--- config.mk ---
export PLATFORM = sky130hd
export DESIGN_NAME = reflet_synth_sequencer
export DESIGN_NICKNAME = d
export VERILOG_FILES = /design/src/rtl/reflet_synth_sequencer.sv
export SDC_FILE = /design/constraint.sdc
export NUM_CORES = 1
export LEC_CHECK = 0
export ABC_AREA = 1
export ABC_CLOCK_PERIOD_IN_PS = 2850
export BUFFER_PORTS_ARGS = -buffer_cell sky130_fd_sc_hd__buf_2
export CAP_MARGIN = 20
export CELL_PAD_IN_SITES_DETAIL_PLACEMENT = 0
export CELL_PAD_IN_SITES_GLOBAL_PLACEMENT = 1
export CORE_MARGIN = 2
export CORE_UTILIZATION = 35
export CTS_BUF_LIST = sky130_fd_sc_hd__clkbuf_8
export DETAILED_ROUTE_END_ITERATION = 7
export PLACE_DENSITY = 0.69
export SKIP_CTS_REPAIR_TIMING = 1
export SYNTH_ARGS = -nofsm -noshare
export SYNTH_HDL_FRONTEND = slang
export SYNTH_SLANG_ARGS = --single-unit
export TNS_END_PERCENT = 30
--- constraint.sdc ---
create_clock -name clk -period 2.85 [get_ports clk]
set_input_delay 0.57 -clock clk [delete_from_list [all_inputs] [get_ports clk]]
set_output_delay 0.57 -clock clk [all_outputs]
set_load 0.03 [all_outputs]
--- src/rtl/reflet_synth_sequencer.sv ---
// reflet_synth_sequencer: bus-mapped note FIFO that plays {shape,tone,duration} notes into the synth generator
// Ports: clk, reset (async active-low); enable/addr/write_en/data_in/data_out form the bus slave
//        (CTRL at base_addr, NOTE at base_addr+1, DUR at base_addr+2); shape/tone drive the generator;
//        busy is high while the sequencer is loading, playing or gapping a note.
module reflet_synth_sequencer #(
    parameter int base_addr_size = 16,
    parameter logic [base_addr_size-1:0] base_addr = 16'hFF22,
    parameter int clk_freq = 1000000,
    parameter int fifo_depth = 8
) (
    input  logic                      clk,
    input  logic                      reset,
    input  logic                      enable,
    input  logic [base_addr_size-1:0] addr,
    input  logic                      write_en,
    input  logic [7:0]                data_in,
    output logic [7:0]                data_out,
    output logic [1:0]                shape,
    output logic [5:0]                tone,
    output logic                      busy
);
    localparam int tick_len = clk_freq / 100;
    localparam int pw = $clog2(tick_len);
    localparam int aw = $clog2(fifo_depth);
    localparam logic [pw-1:0] tick_max = pw'(tick_len - 1);
    localparam logic [aw:0] depth = (aw+1)'(fifo_depth);
    typedef enum logic [1:0] {s_idle, s_load, s_play, s_gap} state_t;
    state_t state, next_load;
    logic run, gap_en, sel_ctrl, sel_note, sel_dur, ctrl_wr, flush, abort;
    logic push, pop, empty, full, tick;
    logic [7:0] note, cur;
    logic [15:0] mem [fifo_depth];
    logic [15:0] head;
    logic [aw-1:0] rd_ptr, wr_ptr;
    logic [aw:0] count;
    logic [8:0] remaining;
    logic [pw-1:0] presc;
    assign sel_ctrl = enable && addr == base_addr;
    assign sel_note = enable && addr == base_addr + base_addr_size'(1);
    assign sel_dur = enable && addr == base_addr + base_addr_size'(2);
    assign ctrl_wr = sel_ctrl && write_en;
    assign flush = ctrl_wr && data_in[2];
    // Clearing run or flushing kills the current note on the edge of the CTRL write itself.
    assign abort = ctrl_wr && (data_in[2] || !data_in[0]);
    assign empty = count == '0;
    assign full = count == depth;
    assign head = mem[rd_ptr];
    assign pop = state == s_load && !abort;
    // A pop in the same cycle frees a slot, so a push into a full FIFO is still taken.
    assign push = sel_dur && write_en && (!full || pop);
    assign tick = presc == tick_max;
    assign next_load = run && !empty ? s_load : s_idle;
    assign busy = state != s_idle;
    assign data_out = sel_ctrl ? {4'(count), full, busy, gap_en, run} : sel_note ? note : 8'h00;
    always_ff @(posedge clk)
        if (push) mem[wr_ptr] <= {note, data_in};
    always_ff @(posedge clk or negedge reset)
        if (!reset) begin
            run <= 1'b0;
            gap_en <= 1'b0;
            note <= '0;
            rd_ptr <= '0;
            wr_ptr <= '0;
            count <= '0;
        end else begin
            if (ctrl_wr) begin
                run <= data_in[0];
                gap_en <= data_in[1];
            end
            if (sel_note && write_en) note <= data_in;
            if (flush) begin
                rd_ptr <= '0;
                wr_ptr <= '0;
                count <= '0;
            end else begin
                if (push) wr_ptr <= wr_ptr + aw'(1);
                if (pop) rd_ptr <= rd_ptr + aw'(1);
                count <= count + (aw+1)'(push) - (aw+1)'(pop);
            end
        end
    // Outputs follow the registered state, so shape/tone lag each state change by one cycle.
    always_ff @(posedge clk or negedge reset)
        if (!reset) begin
            state <= s_idle;
            presc <= '0;
            cur <= '0;
            remaining <= '0;
            shape <= '0;
            tone <= '0;
        end else begin
            presc <= state == s_load || tick ? '0 : presc + pw'(1);
            shape <= state == s_play ? cur[7:6] : 2'b00;
            tone <= state == s_play ? cur[5:0] : tone;
            if (abort) state <= s_idle;
            else case (state)
                s_idle: if (run && !empty) state <= s_load;
                s_load: begin
                    cur <= head[15:8];
                    // duration 0 encodes 256 ticks
                    remaining <= {head[7:0] == 8'h00, head[7:0]};
                    state <= s_play;
                end
                s_play: if (tick) begin
                    remaining <= remaining - 9'd1;
                    if (remaining == 9'd1) state <= gap_en ? s_gap : next_load;
                end
                s_gap: if (tick) state <= next_load;
                default: state <= s_idle;
            endcase
        end
endmodule

; Word level (Yosys, flattened, before mapping)
; Memories as Yosys holds them, arrays and structs flattened.
; Index checks and enable logic that the tools add are counted.
[totals]
in_bits = 28
ramBits = 128
reg_bits = 61
elab_cells = 83
out_inout_bits = 17
mem_count = 1
[classes]
muxes = 21
addsub = 6
bitwise = 1
eq_ne = 14
n_reduce_logical = 28
[memory_table]
columns = name, words, word_bits, rd, rd_clocked_by_memory_dff, write_ports, line_no
row1 = mem, 8, 16, 1, 0, 1, 32  ; logic [15:0] mem [fifo_depth];
[op_table]
columns = operator, count
row1 = $eq 16x16->1 const B, 3
row2 = $pmux 9 s2, 1
row3 = $mux 8, 2
row4 = $add 14x1->14 const B, 1
row5 = $eq 14x14->1 const B, 1
row6 = $mux 14, 1
row7 = $mux 2, 7
row8 = $mux 3, 4
row9 = $logic_and 1x1->1, 11
row10 = $eq 9x1->1 const B, 1
row11 = $mux 9, 1
row12 = $ne 3x3->1 const B, 3
row13 = $sub 9x1->9 const B, 1
row14 = $logic_not 8->1, 1
row15 = $pmux 2 s4, 1
row16 = $reduce_bool 2->1, 4
row17 = $add 3x1->3 const B, 2
row18 = $add 4x1->4, 1
row19 = $eq 2x2->1 const B, 2
row20 = $eq 4x4->1 const B, 1
row21 = $logic_not 1->1, 4
row22 = $logic_not 4->1, 1
row23 = $mux 4, 1
row24 = $reduce_and 4->1, 1
row25 = other kinds (10), 14

; Depth between registers and ports, before layout
; Gate-level depths: netlist of the first run.
[depth]
depth_word = 11
depth_mapped = 16

; Worst setup path after synthesis of the first run
; No wires, ideal clock.
[synth_timing]
kind = in2reg
start = input addr[3]
end = register count[2]
path_slack_ns = 0.189
path_buffers = 1
arrival_ns = 2.548
t_required_ns = 2.736
cell_stages = 16
cell_sequence = inv_1 > nand2_2 > nor2_1 > nand2_1 > nor2_4 > nand4_4 > nand2_4 > inv_2 > buf_6 > ha_1 > inv_1 > ha_1 > fa_1 > xor2_1 > nand2_1 > inv_1
[synth_via]
elab_chain_cells = 11
[synth_lines]
columns = element, line_no
row1 = "start, declared", 14  ; input logic [base_addr_size-1:0] addr,
row2 = $eq 16x16->1 *, 38  ; assign sel_ctrl = enable && addr == base_addr;
row3 = $logic_and 1x1->1 *, 38
row4 = $logic_and 1x1->1 *, 41  ; assign ctrl_wr = sel_ctrl && write_en;
row5 = $logic_and 1x1->1 *, 44  ; assign abort = ctrl_wr && (data_in[2] || !data_in[0]);
row6 = $logic_not 1->1 *, 48  ; assign pop = state == s_load && !abort;
row7 = $logic_and 1x1->1 *, 48
row8 = named net pop, 30  ; logic push, pop, empty, full, tick;
row9 = $logic_or 1x1->1, 50  ; assign push = sel_dur && write_en && (!full || pop);
row10 = $logic_and 1x1->1, 50
row11 = $add 4x1->4, 78  ; count <= count + (aw+1)'(push) - (aw+1)'(pop);
row12 = $sub 4x1->4 *, 78
row13 = $mux 4 *, 71  ; if (flush) begin
row14 = "end signal, assigned", 78
row15 = "end, declared", 35  ; logic [aw:0] count;
; The timed path passes the listed nets; every way through them passes the cells marked *.
; A chain may end at the register's enable or synchronous reset.

; Worst setup path after layout of the first run
[layout_timing]
start = register count[2]
end = output data_out[3]
[layout_via]
elab_chain_cells = 2
[layout_lines]
columns = element, line_no
row1 = $eq 4x4->1, 46  ; assign full = count == depth;
row2 = $mux 8, 54  ; assign data_out = sel_ctrl ? {4'(count), full, busy, gap_en, run} : sel_note ? note : 8'h00;
row3 = "end, declared", 17  ; output logic [7:0] data_out,
; Every way passes these cells.

==> results.json, run 1 <==
{
  "die_w_um": 160,
  "drive_above_1_share_pct": 15.6,
  "rsz0062_at_grt": "no",
  "cts_tree": "yes",
  "finalMaxSlewViolations": 0,
  "grt_start_max_net_pins": 47,
  "synth_nets": 890,
  "crit_top_cell": "nand2_1",
  "ys.flop_type": "edfxtp_1",
  "dr.pass1.iters": 5,
  "seqCellArea_um2": 5370,
  "startpoint": "count[2]$_DFF_PN0_",
  "p_sw_w": 0.00107,
  "area_delta_synth_final_pct": 12.3,
  "tightest_slew_ns": 0.707,
  "worst_setup_path_end_kind": "output port",
  "yosys.area_share.simple_pct": 19.9,
  "grt_pass1_wl_mm": 31.9,
  "clockRootBuffer": "clkbuf_8",
  "dieArea_um2": 25700,
  "critical-path-max-stage-delay_ns": 0.51,
  "reg2reg_setup_slack_ns": 0.53,
  "setup_tns_ns": 0,
  "clk_path_buf_depth": 2,
  "port_buffers": 44,
  "r2r_cells": 9,
  "synth_area_um2": 8570,
  "fmax_mhz": 379,
  "ys_warn_count": 0,
  "synth_mux_area_share_pct": 0,
  "synth_seq_cells": 189,
  "multi_input_area_um2": 2670,
  "power_switching_share_pct": 22.3,
  "synth_compound_area_share_pct": 8.63,
  "ioPinCount": 45,
  "skew_ns": 0.0211,
  "crit_chain": "inv_1, ha_1, nor3b_1, nand2_1, nand2_1, buf_2",
  "n_antenna_cell": 0,
  "cp_max_fo": 4,
  "cts_buffers": 17,
  "synth_cells": 850,
  "rows": 57,
  "p_int_w": 0.00374,
  "ir_drop_mv": 0.286,
  "power_frac_seq_pct": 60.7,
  "reg2reg_from": "count[2]$_DFF_PN0_",
  "dp_hpwl_mm": 12.9,
  "cp-endpoint": "data_out[3]",
  "outcome": "finished clean",
  "grt.overflow.total": 0,
  "critical_path_class": "reg2out",
  "clk_latency_ns": 0.48,
  "powerDensity_nw_per_um2": 501,
  "finalHoldViolations": 0,
  "htree_levels": 4,
  "start_kind": "flip-flop",
  "critPathTopFamily": "simple AND/OR/NAND/NOR gates",
  "setup_viol": 0,
  "ant_nets": 0,
  "path_buf_inv": 2,
  "drt-initial-drc-count": 374,
  "fillers": 2396,
  "cp_num_cells": 6,
  "place_inst": 1209,
  "timing.hold.ws_ns": 0.137,
  "period_share_pct": 92.6,
  "die_h_um": 160,
  "track_usage_pct": 16.3,
  "clkPwrFrac_pct": 37.1,
  "leakage_nw": 4.07,
  "clk_pin_slew_ns": 0.11,
  "r2r-end": "count[2]$_DFF_PN0_",
  "antenna_found_initial": 0,
  "ys_seq_area_share_pct": 62.7,
  "synthDistinctLibCells": 41,
  "routed_wl_mm": 20.0,
  "synthAdderAreaFrac_pct": 1.84,
  "combPwrFrac_pct": 2.2,
  "start_util_pct": 35.4,
  "period_minus_slack_ns": 2.64,
  "routedWlPerCell_um": 16.1,
  "gp_congestion": 0.766,
  "clock_sinks": 189,
  "coreArea_um2": 24200,
  "crit_slowest_cell": "nor3b_1",
  "synth_xor_area_share_pct": 0.716,
  "critPathArrivalTime_ns": 2.07,
  "synth-edff-count": 128,
  "num-nets-final": 944,
  "hold_class": "in2async",
  "cp.required_ns": 2.28,
  "synth.avg_cell_area_um2": 10.1,
  "vias": 5899,
  "drc": 0,
  "synth_top_family_by_area": "simple AND/OR/NAND/NOR gates",
  "async_flop_share_pct": 32.3,
  "maxCapViolCount": 0,
  "grt_pass1_vias": 5879,
  "layout.cells.non_filler": 1241,
  "max-slew-margin-rel_pct": 52.8,
  "viasPerCell": 4.75
}
-- flip-flops by register name (all words and copies together), names as in the netlist, 3 cells and up --
name,count
cur,8
wr_ptr,3
count,4
note,8
tone,6
rd_ptr,3
mem,128
presc,14
remaining,9
-- synth_stat cells (all sizes together), types with 2 or more instances --
cell type  count  area, um2
nand3         62        310
nor4           2       27.5
edfxtp       128       3840
nor2         115        444
or2            2       12.5
nor3          10       50.1
o211ai         3       22.5
a21oi         12       60.1
buf           24        158
inv           88        330
dfrtp         61       1530
nand4         10       83.8
nand3b         2       15.0
nor3b          5       37.5
o21ai         91        527
nand2        185        724
clkbuf        10       38.8
o22ai         16        100
xor2           6       52.6
ha            11        138
-- cell families (layout without fill, tap and decap cells) --
family | Yosys count | count (layout)
xor+xnor | 7 | 7
flops | 189 | 189
simple gates | 393 | 393
fa+ha+maj | 12 | 12
buf+inv | 123 | 190
compound gates | 126 | 126
-- how the worst min path moves through the flow --
stage | from | to | cells after the start
2_1_floorplan | reset | count[0]$_DFF_PN0_ | 0
5_1_grt | reset | remaining[7]$_DFFE_PN0P_ | 1
6_report | reset | remaining[7]$_DFFE_PN0P_ | 1
3_5_place_dp | presc[0]$_DFF_PN0_ | presc[0]$_DFF_PN0_ | 1
4_1_cts | reset | remaining[7]$_DFFE_PN0P_ | 1
3_3_place_gp | presc[0]$_DFF_PN0_ | presc[0]$_DFF_PN0_ | 1
-- power by group through the flow --
stage          registers, W  logic (W)  clock network (W)
3_5_place_dp        0.00299   0.000109                  0
6_report            0.00293   0.000106            0.00179
3_3_place_gp        0.00299   0.000107                  0
5_1_grt             0.00293   0.000123            0.00195
2_1_floorplan       0.00299  0.0000369                  0
4_1_cts             0.00293   0.000109            0.00182
-- layout by cell type, fill, tap and decap left out, drive strengths merged --
| master | count |
|---|---|
| o21ai | 91 |
| ha | 11 |
| nand2 | 185 |
| a21boi | 1 |
| clkbuf | 20 |
| or2 | 2 |
| a211oi | 1 |
| o21bai | 1 |
| bufinv | 1 |
| fa | 1 |
| nor3 | 10 |
| nand3 | 62 |
| o211ai | 3 |
| buf | 69 |
| nand3b | 2 |
| inv | 93 |
| dfrtp | 61 |
| o22ai | 16 |
| xnor2 | 1 |
| nor4 | 2 |
| nor2 | 115 |
| xor2 | 6 |
| edfxtp | 128 |
| clkinvlp | 2 |
| nor3b | 5 |
| clkinv | 5 |
| o31ai | 1 |
| a21oi | 12 |
| nand4 | 10 |
-- metrics by stage --
stage          utilization [%]  total power [W]  area [um2]  setup WS, ns
2_1_floorplan                -          0.00302        8570         0.189
3_3_place_gp              38.1          0.00309        9220         0.172
3_5_place_dp              38.1          0.00310        9220         0.121
4_1_cts                   39.8          0.00486        9620         0.174
5_1_grt                   39.8          0.00500        9620        0.0243
6_report                  39.8          0.00482        9620         0.212
-- area by class of cell --
type	instances	area share, %
Sequential cell	189	55.8
Multi-Input combinational cell	538	27.8
Timing Repair Buffer	69	4.50
Tap cell	324	4.21
Inverter	89	3.49
Clock buffer	20	2.86
Clock inverter	12	1.33
-- metal layers --
metal / GRT usage [%] / wire length (um)
met5: 0 / 0
met4: 5.57 / 405
met3: 3.20 / 867
met2: 26.9 / 9480
met1: 21.7 / 9280
-- worst register-to-register path, cell delays in order (launching register included) --
cell and delay [ns]:
dfrtp_1 0.37, inv_1 0.12, ha_1 0.16, nor3b_1 0.51, a21oi_1 0.16, ha_1 0.24, fa_1 0.38, xor2_1 0.17
nand2_1 0.06, inv_1 0.04
Power figures use the tool's default switching activity.
==> run 2: changes to the inputs <==
--- a/config.mk
+++ b/config.mk
@@ -13,7 +13,6 @@
 export CELL_PAD_IN_SITES_GLOBAL_PLACEMENT = 1
 export CORE_MARGIN = 2
 export CORE_UTILIZATION = 35
-export CTS_BUF_LIST = sky130_fd_sc_hd__clkbuf_8
 export DETAILED_ROUTE_END_ITERATION = 7
 export PLACE_DENSITY = 0.69
 export SKIP_CTS_REPAIR_TIMING = 1
==> run 2 against run 1 <==
Routed wire length hardly changed. Critical endpoint unchanged. Register-to-register slack barely moved. Critical path type unchanged. First-iteration DRC count grew 8.8%. Final cell count stayed put. Non-clock buffer count did not move.
==> results.json, run 2 (same netlist as run 1, synthesis figures left out) <==
{
  "reg2reg_setup_slack_ns": 0.54,
  "r2r-end": "count[2]$_DFF_PN0_",
  "antenna_found_initial": 0,
  "final_cell_mix": "nand2_1, edfxtp_1, nor2_1",
  "clockRootBuffer": "clkbuf_16",
  "worst_setup_path_end_kind": "output port",
  "leakage_nw": 4.15,
  "cts_buffers": 17,
  "cts_tree": "yes",
  "die_w_um": 160,
  "crit_slowest_cell": "nor3b_1",
  "period_minus_slack_ns": 2.59,
  "viasPerCell": 4.77,
  "clk_path_buf_depth": 2,
  "clock_sinks": 189,
  "skew_ns": 0.0149,
  "clk_latency_ns": 0.44,
  "routedWlPerCell_um": 16.1,
  "drc": 0,
  "n_antenna_cell": 0,
  "place_inst": 1209,
  "vias": 5925,
  "critical_path_class": "reg2out",
  "grt.overflow.total": 0,
  "r2r_cells": 9,
  "finalMaxSlewViolations": 0,
  "reg2reg_from": "count[2]$_DFF_PN0_",
  "coreArea_um2": 24200,
  "grt_start_max_net_pins": 47,
  "dieArea_um2": 25700,
  "dr.pass1.iters": 4,
  "rows": 57,
  "die_h_um": 160,
  "dp_hpwl_mm": 12.9,
  "drt-initial-drc-count": 407,
  "hold_class": "in2async",
  "startpoint": "count[2]$_DFF_PN0_",
  "area_delta_synth_final_pct": 14.5,
  "routed_wl_mm": 20.0,
  "grt_pass1_vias": 5904,
  "num-nets-final": 944,
  "largest_reg_flops": 128,
  "setup_tns_ns": 0,
  "crit_top_cell": "nand2_1",
  "setup_viol": 0,
  "final_common_cell": "nand2_1",
  "regMostFlops": "mem",
  "finalHoldViolations": 0,
  "layout.cells.non_filler": 1241,
  "ioPinCount": 45,
  "cp.required_ns": 2.28,
  "clk_pin_slew_ns": 0.07,
  "ir_drop_mv": 0.357,
  "tightest_slew_ns": 0.714,
  "outcome": "finished clean",
  "start_kind": "flip-flop",
  "grt_pass1_wl_mm": 32.1,
  "gp_congestion": 0.766,
  "track_usage_pct": 16.4,
  "max-slew-margin-rel_pct": 52.4,
  "crit_chain": "inv_1, ha_1, nor3b_1, nand2_1, nand2_1, buf_2",
  "htree_levels": 4,
  "timing.hold.ws_ns": 0.191,
  "powerDensity_nw_per_um2": 550,
  "maxCapViolCount": 0,
  "cp_max_fo": 4,
  "critical-path-max-stage-delay_ns": 0.51,
  "top_regs": "mem: 128 flops, presc: 14 flops, remaining: 9 flops",
  "drive_above_1_share_pct": 15.6,
  "critPathArrivalTime_ns": 2.02,
  "ant_nets": 0,
  "rsz0062_at_grt": "no",
  "start_util_pct": 35.4,
  "port_buffers": 44,
  "fmax_mhz": 387,
  "period_share_pct": 90.8
}
run 2: per-stage QoR:
step / total power, W / cell area, um2 / util, % / setup WS, ns
finish: 0.00540 / 9810 / 40.6 / 0.263
floorplan: 0.00302 / 8570 / - / 0.189
global route: 0.00558 / 9810 / 40.6 / 0.0923
global placement: 0.00309 / 9220 / 38.1 / 0.172
CTS: 0.00544 / 9810 / 40.6 / 0.242
detailed placement: 0.00310 / 9220 / 38.1 / 0.121
run 2: layout make-up:
cell class                      instances  area [um2]
Fill cell                            2371       14400
Tap cell                              324         405
Clock inverter                         12         128
Clock buffer                           20         467
Multi-Input combinational cell        538        2670
Timing Repair Buffer                   69         433
Sequential cell                       189        5370
Inverter                               89         335
run 2: worst max-delay path: cells and delay by family, from the launching register on:
kind | cells | cell delay (ns)
adder cells (fa/ha/maj) | 1 | 0.16
flip-flops | 1 | 0.36
AND/OR/NAND/NOR | 3 | 0.73
buffers and inverters | 2 | 0.32
run 2: layer usage:
metal	track usage (%)	vias up	share of wire [%]
met5	0	-	0
met4	5.69	0	2.4
met3	3.20	25	4.0
met2	26.6	126	47
met1	22.0	2820	47
li1	-	2954	-
run 2: worst max path at each step:
stage,end,cells after the start,slack (ns)
floorplan,count[2]$_DFF_PN0_,16,0.19
global placement,count[2]$_DFF_PN0_,16,0.17
detailed placement,count[2]$_DFF_PN0_,16,0.12
CTS,data_out[3],6,0.24
global route,data_out[3],6,0.09
finish,data_out[3],6,0.26
run 2: power by group:
part / leakage [nW] / internal, W / switching [W]
logic: 1.83 / 0.0000360 / 0.0000704
registers: 2.04 / 0.00292 / 0.00000477
clock network: 0.289 / 0.00130 / 0.00106
